## config.mk

```make
export PLATFORM = sky130hd
export DESIGN_NAME = simon_round_ctrl_flat
export DESIGN_NICKNAME = d
export VERILOG_FILES = /design/src/rtl/simon_round_ctrl_if.sv /design/src/rtl/simon_round_ctrl.sv /design/src/flat_wrapper.sv
export SDC_FILE = /design/constraint.sdc
export NUM_CORES = 1
export LEC_CHECK = 0
export CAP_MARGIN = 20
export CORE_MARGIN = 3
export CORE_UTILIZATION = 46
export DETAILED_ROUTE_END_ITERATION = 12
export GPL_TIMING_DRIVEN = 1
export PLACE_DENSITY_LB_ADDON = 0.2
export REMOVE_ABC_BUFFERS = 1
export SKIP_CTS_REPAIR_TIMING = 1
export SLEW_MARGIN = 20
export SYNTH_ARGS = -nofsm -noshare
export SYNTH_HDL_FRONTEND = slang
export SYNTH_SLANG_ARGS = --single-unit
```

## constraint.sdc

```tcl
create_clock -name clk -period 3.9 [get_ports clk]
set_clock_uncertainty 0.15 [all_clocks]
set_input_delay 0.39 -clock clk [delete_from_list [all_inputs] [get_ports clk]]
set_output_delay 0.39 -clock clk [all_outputs]
set_load 0.02 [all_outputs]
```

## src/rtl/simon_round_ctrl_if.sv

```systemverilog
// Handshake bundle between the SIMON input/output stages and the round controller.
// The master drives requests and output acceptance; the slave (controller) drives strobes and status.
interface simon_round_ctrl_if;
   logic       newDATA;
   logic       newKEY;
   logic [7:0] infoIN;
   logic       loadDATA;
   logic       loadKEY;
   logic       keyLOAD;
   logic       dataLOAD;
   logic       rndEN;
   logic [6:0] rndCNT;
   logic       dir;
   logic       outVALID;
   logic       outREADY;
   logic       busy;
   logic [7:0] infoOUT;

   modport master (
      output newDATA, newKEY, infoIN, outREADY,
      input  loadDATA, loadKEY, keyLOAD, dataLOAD, rndEN, rndCNT, dir, outVALID, busy, infoOUT
   );

   modport slave (
      input  newDATA, newKEY, infoIN, outREADY,
      output loadDATA, loadKEY, keyLOAD, dataLOAD, rndEN, rndCNT, dir, outVALID, busy, infoOUT
   );
endinterface

```

## src/rtl/simon_round_ctrl.sv

```systemverilog
// Round sequencing FSM for an iterative SIMON core: accepts keys and blocks, runs T rounds, holds the result.
// Define SIMON_DECRYPT_EN to add decryption (one-off KEYEXP schedule walk, then down-counting rounds).
module simon_round_ctrl #(
   parameter int N = 32,
   parameter int M = 4,
   parameter int T = 44
) (
   input logic               clk,
   input logic               rst,
   simon_round_ctrl_if.slave bus
);

   if (N < 1 || M < 2 || M > 4 || T < 1 || T > 127) begin : gBadParams
      $error("simon_round_ctrl: unsupported N/M/T combination");
   end

   localparam logic [6:0] LAST = 7'(T - 1);

   typedef enum logic [1:0] {
      IDLE,
`ifdef SIMON_DECRYPT_EN
      KEYEXP,
`endif
      RUN,
      OUT
   } state_t;

   state_t     state_q;
   logic       keyValid_q;
   logic       keyAccLast_q;
   logic       rndEn_q;
   logic       outValid_q;
   logic [6:0] rndCnt_q;
   logic [6:0] rndCnt_d;
   logic [7:0] info_q;
   logic       runDone;
   logic       keyAccept;
   logic       dataAccept;
`ifdef SIMON_DECRYPT_EN
   logic       keyExp_q;
   logic       dir_q;
`endif

   // Acceptance is decided in the cycle the request is seen so the input stage gets its pulse
   // immediately; a key accepted last cycle cannot be re-accepted, which keeps every strobe single-cycle.
   always_comb begin
      keyAccept  = 1'b0;
      dataAccept = 1'b0;
      if (!rst && state_q == IDLE) begin
         keyAccept  = bus.newKEY && !keyAccLast_q;
         dataAccept = bus.newDATA && keyValid_q && !keyAccept;
      end
   end

   always_comb begin
      runDone  = (rndCnt_q == LAST);
      rndCnt_d = rndCnt_q + 7'd1;
`ifdef SIMON_DECRYPT_EN
      if (dir_q) begin
         runDone  = (rndCnt_q == 7'd0);
         rndCnt_d = rndCnt_q - 7'd1;
      end
`endif
   end

   // Main controller: the counter and status flags move together with the state so every status
   // output comes straight from a flop.
   always_ff @(posedge clk or posedge rst) begin
      if (rst) begin
         state_q      <= IDLE;
         keyValid_q   <= 1'b0;
         keyAccLast_q <= 1'b0;
         rndEn_q      <= 1'b0;
         outValid_q   <= 1'b0;
         rndCnt_q     <= 7'd0;
         info_q       <= 8'h00;
`ifdef SIMON_DECRYPT_EN
         keyExp_q     <= 1'b0;
         dir_q        <= 1'b0;
`endif
      end else begin
         keyAccLast_q <= keyAccept;
         case (state_q)
            IDLE: begin
               if (keyAccept) begin
                  keyValid_q <= 1'b1;
`ifdef SIMON_DECRYPT_EN
                  keyExp_q   <= 1'b0;
`endif
               end else if (dataAccept) begin
                  info_q   <= bus.infoIN;
                  rndCnt_q <= 7'd0;
`ifdef SIMON_DECRYPT_EN
                  dir_q    <= bus.infoIN[6];
                  if (bus.infoIN[6] && !keyExp_q) begin
                     state_q <= KEYEXP;
                  end else begin
                     state_q <= RUN;
                     rndEn_q <= 1'b1;
                     if (bus.infoIN[6]) begin
                        rndCnt_q <= LAST;
                     end
                  end
`else
                  state_q  <= RUN;
                  rndEn_q  <= 1'b1;
`endif
               end
            end
`ifdef SIMON_DECRYPT_EN
            // The schedule walk ends on the last round index, which is exactly where decryption starts.
            KEYEXP: begin
               if (rndCnt_q == LAST) begin
                  state_q  <= RUN;
                  rndEn_q  <= 1'b1;
                  keyExp_q <= 1'b1;
               end else begin
                  rndCnt_q <= rndCnt_q + 7'd1;
               end
            end
`endif
            RUN: begin
               if (runDone) begin
                  state_q    <= OUT;
                  rndEn_q    <= 1'b0;
                  outValid_q <= 1'b1;
               end else begin
                  rndCnt_q <= rndCnt_d;
               end
            end
            OUT: begin
               if (bus.outREADY) begin
                  state_q    <= IDLE;
                  outValid_q <= 1'b0;
               end
            end
            default: begin
               state_q <= IDLE;
            end
         endcase
      end
   end

   assign bus.loadKEY  = keyAccept;
   assign bus.keyLOAD  = keyAccept;
   assign bus.loadDATA = dataAccept;
   assign bus.dataLOAD = dataAccept;
   assign bus.rndEN    = rndEn_q;
   assign bus.rndCNT   = rndCnt_q;
   assign bus.outVALID = outValid_q;
   assign bus.busy     = (state_q != IDLE);
   assign bus.infoOUT  = info_q;
`ifdef SIMON_DECRYPT_EN
   assign bus.dir      = dir_q;
`else
   assign bus.dir      = 1'b0;
`endif

endmodule

```

## src/flat_wrapper.sv

```systemverilog
// flat-port wrapper written by rule: the top's interface ports become plain ports
module simon_round_ctrl_flat 
#(
   parameter int N = 32,
   parameter int M = 4,
   parameter int T = 44
)
  (clk, rst, bus_newDATA, bus_newKEY, bus_infoIN, bus_outREADY, bus_loadDATA, bus_loadKEY, bus_keyLOAD, bus_dataLOAD, bus_rndEN, bus_rndCNT, bus_dir, bus_outVALID, bus_busy, bus_infoOUT);
  simon_round_ctrl_if bus_i ();
  input logic clk;
  input logic rst;
  input wire logic [$bits(bus_i.newDATA)-1:0] bus_newDATA;
  input wire logic [$bits(bus_i.newKEY)-1:0] bus_newKEY;
  input wire logic [$bits(bus_i.infoIN)-1:0] bus_infoIN;
  input wire logic [$bits(bus_i.outREADY)-1:0] bus_outREADY;
  output wire logic [$bits(bus_i.loadDATA)-1:0] bus_loadDATA;
  output wire logic [$bits(bus_i.loadKEY)-1:0] bus_loadKEY;
  output wire logic [$bits(bus_i.keyLOAD)-1:0] bus_keyLOAD;
  output wire logic [$bits(bus_i.dataLOAD)-1:0] bus_dataLOAD;
  output wire logic [$bits(bus_i.rndEN)-1:0] bus_rndEN;
  output wire logic [$bits(bus_i.rndCNT)-1:0] bus_rndCNT;
  output wire logic [$bits(bus_i.dir)-1:0] bus_dir;
  output wire logic [$bits(bus_i.outVALID)-1:0] bus_outVALID;
  output wire logic [$bits(bus_i.busy)-1:0] bus_busy;
  output wire logic [$bits(bus_i.infoOUT)-1:0] bus_infoOUT;
  assign bus_i.newDATA = bus_newDATA;
  assign bus_i.newKEY = bus_newKEY;
  assign bus_i.infoIN = bus_infoIN;
  assign bus_i.outREADY = bus_outREADY;
  assign bus_loadDATA = bus_i.loadDATA;
  assign bus_loadKEY = bus_i.loadKEY;
  assign bus_keyLOAD = bus_i.keyLOAD;
  assign bus_dataLOAD = bus_i.dataLOAD;
  assign bus_rndEN = bus_i.rndEN;
  assign bus_rndCNT = bus_i.rndCNT;
  assign bus_dir = bus_i.dir;
  assign bus_outVALID = bus_i.outVALID;
  assign bus_busy = bus_i.busy;
  assign bus_infoOUT = bus_i.infoOUT;
  simon_round_ctrl #(.N(N), .M(M), .T(T)) u_core (.clk(clk), .rst(rst), .bus(bus_i));
endmodule
```

==> results.tsv, run 1 <==
metric	value	unit
path_clk_slew	120	ps
synth_seq_cells	21	
setup_viol_count_final	0	
grt_pass1_vias	816	
drt_iter0_markers	13	
drive_gt1_share	8.15	%
die_x	51.9	µm
gp_congestion	0.815	
r2r_cells	5	
critical-path-top-delay-family	buffers and inverters	
worst_slew_pin_slew	779	ps
path_cells	nor3_1 -> nand4_1 -> buf_4 -> inv_2 -> clkdlybuf4s50_1	
worstSetupStartpoint	u_core.state_q[1]$_DFFE_PP0P_	
arrival	2120	ps
crit_path_start_kind	register	
cts_tree	yes	
total_power	956	µW
rsz0062_at_grt	no	
cp_max_fo	13	
holdCritStartpoint	u_core.bus.infoOUT[6]$_DFFE_PP0P_	
hp-class	reg -> reg	
wl_per_cell	13.8	µm
initial_core_util	52.1	%
timing.fmax	376	MHz
crit_buf_inv	3	
powerDensity	716	nW/µm²
cts_root_buf	clkbuf_4	
grt_overflow	0	
routed_via_density	5.16	
num_antenna_cells	0	
fin_tns_setup	0	ps
maxSlewViolCount	0	
rows	15	
synth.distinct_cells	33	
leakagePower	0.601	nW
fp.dieH	51.9	µm
yosysWarnings	0	
min_period	2660	ps
core	1860	µm²
via_count	825	
htree_levels	1	
firstDrtPassIters	3	
dpl.hpwl	1590	µm
fin_crit_sh	68.2	%
hold_viol	0	
hold_depth	2	
routed_wl	2210	µm
area_growth	38.0	%
syn-instance-count	102	
critPathKind	reg -> out	
critPathMaxStageDelay	640	ps
end_kind	output port	
finalNetCount	150	
clockBufferDepth	2	
status	complete, no violations	
antenna_left	0	
r2r_end	u_core.bus.rndCNT[1]$_DFFE_PP0P_	
r2r-start	u_core.bus.rndCNT[0]$_DFFE_PP0P_	
rrSetupSlack	2040	ps
grt_max_degree	22	
clock-sinks	21	
pin_count	36	
slowest_stage	clkdlybuf4s50_1	
grt_usage	19.2	%
antenna_found_initial	0	
die_area	2690	µm²
cap_violations	0	
cts_buffers	3	
syn_avg_cell_area	9.49	µm²
cp.required	3360	ps
clock_latency	310	ps
synthesis.area	968	µm²
ir_worst_vdd	426	µV
grt_pass1_wl	3840	µm
io_buffer_count	34	
post-route-drc-count	0	
slew_headroom	48.0	%
ys_seq_area_share	54.3	%
hold_end	u_core.bus.infoOUT[6]$_DFFE_PP0P_	
synth_stat cells, drive strengths merged:
| master | instances | share of area [%] |
|---|---|---|
| conb | 1 | 0.39 |
| nand4 | 2 | 1.3 |
| or3 | 2 | 1.3 |
| nand2b | 4 | 2.6 |
| nor3 | 2 | 1.0 |
| o211ai | 2 | 2.1 |
| or2 | 2 | 1.3 |
| o22ai | 1 | 0.65 |
| nor2 | 3 | 1.4 |
| clkbuf | 1 | 0.39 |
| ha | 1 | 1.3 |
| or4 | 1 | 1.2 |
| a21boi | 1 | 0.78 |
| and3 | 1 | 0.65 |
| nor2b | 1 | 0.65 |
| o22a | 1 | 0.90 |
| nor4 | 1 | 1.3 |
| buf | 5 | 3.6 |
| nand3 | 8 | 4.1 |
| a41oi | 1 | 0.90 |
| o31ai | 1 | 0.78 |
| nand2 | 27 | 11 |
| a21oi | 1 | 0.52 |
| a311oi | 1 | 0.90 |
| inv | 5 | 1.9 |
| dfrtp | 21 | 54 |
| mux2i | 1 | 1.0 |
| o21ai | 4 | 2.1 |
metal layers:
metal | GRT usage (%) | part of all wire (%)
met1 | 24.6 | 46
met2 | 31.4 | 47
met3 | 3.15 | 4.6
met4 | 9.17 | 2.1
met5 | 0 | 0
flip-flops by register name, indices dropped and copies added (netlist names):
signal               cells
u_core.state_q           2
u_core.keyValid_q        1
u_core.bus.rndEN         1
u_core.bus.rndCNT        7
u_core.bus.infoOUT       8
u_core.bus.outVALID      1
u_core.keyAccLast_q      1
cell usage in the layout, fill, tap and decap left out:
master	synthesis	final
and3_1	1	1
nand3_1	8	8
o31ai_1	1	1
a41oi_1	1	1
or4_4	1	1
or3_1	2	2
inv_1	4	4
o211ai_2	1	1
conb_1	1	1
nor4_2	1	1
a21boi_0	1	1
nor2_2	1	1
nand4_1	2	2
clkdlybuf4s50_1	0	34
o22ai_1	1	1
dfrtp_1	21	21
inv_2	1	1
nor2b_1	1	1
o21ai_1	4	4
nand2_1	26	26
nand2b_1	4	4
buf_4	4	1
nand2_2	1	1
clkinv_2	0	1
a311oi_1	1	1
mux2i_1	1	1
or2_1	2	2
nor2_1	2	2
o22a_1	1	1
clkbuf_4	0	3
nor3_1	2	2
a21oi_1	1	1
o211ai_1	1	1
ha_1	1	1
kinds of logic (layout without fill, tap and decap cells):
group	after synthesis	count (layout)	synth area share [%]
AO/OA/AOI/OAI	13	13	9.56
other	1	1	0.387
flip-flops	21	21	54.3
multiplexers	1	1	1.03
AND/OR/NAND/NOR	54	54	27.5
adder cells (fa/ha/maj)	1	1	1.29
buffers and inverters	11	44	5.94
through the flow:
stage / cell area, µm² / instances / setup slack (ps) / hold slack (ps) / utilization, %
2_1_floorplan: 930 / 96 / 1690 / 217 / -
5_1_grt: 1340 / 160 / 1120 / 354 / 71.9
3_3_place_gp: 1310 / 156 / 1280 / 308 / 70.4
6_report: 1340 / 160 / 1240 / 340 / 71.9
4_1_cts: 1340 / 160 / 1240 / 340 / 71.9
3_5_place_dp: 1310 / 156 / 1250 / 310 / 70.4
worst register-to-register path: stages (launching register included):
cell and delay [ps]:
dfrtp_1 480, ha_1 260, nand2_2 90, or4_4 530, o211ai_2 150, o21ai_1 80
layout make-up:
cell class                      count  area, µm²
Tap cell                           25       31.3
Clock buffer                        3       22.5
Fill cell                         151        522
Sequential cell                    21        526
Multi-Input combinational cell     70        385
Clock inverter                      1       5.00
Inverter                            5       18.8
Timing Repair Buffer               35        348
how the worst max path moves through the flow:
stage | slack, ps | depth (start not counted) | endpoint
CTS | 1240 | 6 | bus_loadDATA
global placement | 1280 | 6 | bus_dataLOAD
global route | 1120 | 5 | bus_dataLOAD
finish | 1240 | 5 | bus_loadDATA
detailed placement | 1250 | 6 | bus_loadDATA
floorplan | 1690 | 2 | bus_keyLOAD
power by group:
group / switching [mW] / internal, mW / total [mW]
Sequential: 0.0844 / 0.299 / 0.384
Clock: 0.0657 / 0.0383 / 0.104
Combinational: 0.245 / 0.223 / 0.468
No activity file was read; power rests on OpenSTA's default activity.
==> inputs of run 2 (changes only) <==
--- a/config.mk
+++ b/config.mk
@@ -7,7 +7,7 @@
 export LEC_CHECK = 0
 export CAP_MARGIN = 20
 export CORE_MARGIN = 3
-export CORE_UTILIZATION = 46
+export CORE_UTILIZATION = 39
 export DETAILED_ROUTE_END_ITERATION = 12
 export GPL_TIMING_DRIVEN = 1
 export PLACE_DENSITY_LB_ADDON = 0.2
==> constraint.sdc (replaced) <==
create_clock -name clk -period 2.31 [get_ports clk]
set_clock_uncertainty 0.15 [all_clocks]
set_input_delay 0.231 -clock clk [delete_from_list [all_inputs] [get_ports clk]]
set_output_delay 0.231 -clock clk [all_outputs]
set_load 0.02 [all_outputs]
==> results.tsv, run 2 (synthesized netlist as in run 1, its figures left out) <==
metric	value	unit
die_x	55.8	µm
die_area	3120	µm²
cap_violations	0	
antenna_found_initial	0	
grt_pass1_vias	856	
pin_count	36	
initial_core_util	42.6	%
setup_viol_count_final	0	
antenna_left	0	
dpl.hpwl	1700	µm
hold-worst-slack	2.04	ps
clock-sinks	21	
stdcell_area	1370	µm²
htree_levels	1	
cp_max_fo	7	
area_growth	41.3	%
slowest_stage	clkdlybuf4s50_1	
routed_wl	2310	µm
timing.fmax	506	MHz
finalWorstSetupSlack	333	ps
fp.dieH	55.8	µm
grt_usage	16.7	%
end_kind	output port	
min_period	1980	ps
clockBufferDepth	2	
leakagePower	0.681	nW
final_util	60.1	%
status	complete, no violations	
critPathMaxStageDelay	550	ps
dpl.cell_count	161	
drive_gt1_share	9.49	%
io_buffer_count	34	
place_area	1330	µm²
layout_common_cells	30 x clkdlybuf4s50_1, 26 x nand2_1, 21 x dfrtp_1	
fin_tns_setup	0	ps
routed_via_density	5.16	
critPathKind	reg -> out	
clock_latency	300	ps
grt_pass1_wl	4080	µm
post-route-drc-count	0	
largest_reg_flops	8	
core	2280	µm²
worst_slew_pin_slew	508	ps
slew_headroom	66.1	%
fin_crit_sh	85.6	%
stdcell_count	165	
finalNetCount	152	
maxSlewViolCount	0	
cts_tree	yes	
rrSetupSlack	410	ps
final_common_cell	clkdlybuf4s50_1	
num_antenna_cells	0	
total_power	1.63	mW
wl_per_cell	14.0	µm
hold_viol	0	
hp-class	in -> async	
grt_max_degree	21	
cts_buffers	3	
cp.required	1930	ps
crit_path_start_kind	register	
arrival	1600	ps
gp_congestion	0.816	
grt_overflow	0	
firstDrtPassIters	4	
drt_iter0_markers	21	
ir_worst_vdd	717	µV
rsz0062_at_grt	no	
path_clk_slew	110	ps
dp_slack	149	ps
powerDensity	1190	nW/µm²
via_count	852	
cts_root_buf	clkbuf_4	
rows	17	
path_cells	or2_1 -> clkdlybuf4s50_1	
-- run 2: worst paths after layout --
check,startpoint,end,cells after the start
min in group clk,bus_infoIN[2],u_core.bus.infoOUT[2]$_DFFE_PP0P_,3
max in group asynchronous,rst,u_core.bus.infoOUT[2]$_DFFE_PP0P_,3
worst max-delay path,u_core.state_q[1]$_DFFE_PP0P_,bus_busy,2
worst min-delay path,rst,u_core.keyAccLast_q$_DFF_PP0_,2
worst max register to register,u_core.bus.rndCNT[0]$_DFFE_PP0P_,u_core.bus.rndCNT[1]$_DFFE_PP0P_,5
worst min register to register,u_core.keyValid_q$_DFFE_PP0P_,u_core.keyValid_q$_DFFE_PP0P_,1
-- run 2: area by class of cell --
| class | instances | area (µm²) |
|---|---|---|
| multi-input combinational | 70 | 390 |
| timing repair buffer | 37 | 373 |
| sequential | 21 | 526 |
| fill | 202 | 907 |
| inverter | 5 | 18.8 |
| tap | 28 | 35.0 |
| clock buffer | 4 | 26.3 |
-- run 2: critical path, delay by kind of cell (launching register included) --
family	cells	cell delay, ps
and+or+nand+nor	1	280
buffers and inverters	1	550
DFF	1	470
-- run 2: report_power, final --
group | leakage [nW] | internal, mW | total (mW) | switching, mW
combinational | 0.406 | 0.380 | 0.812 | 0.432
clock | 0.0150 | 0.0674 | 0.175 | 0.108
sequential | 0.260 | 0.506 | 0.642 | 0.136
-- run 2: metal layers --
layer  GRT usage (%)  vias to the layer above  routed length, µm
met5               0                        -                  0
met4            7.12                        0                 44
met3            3.71                        4                145
met2            26.9                       30               1130
met1            21.6                      408                990
li1                -                      410                  -
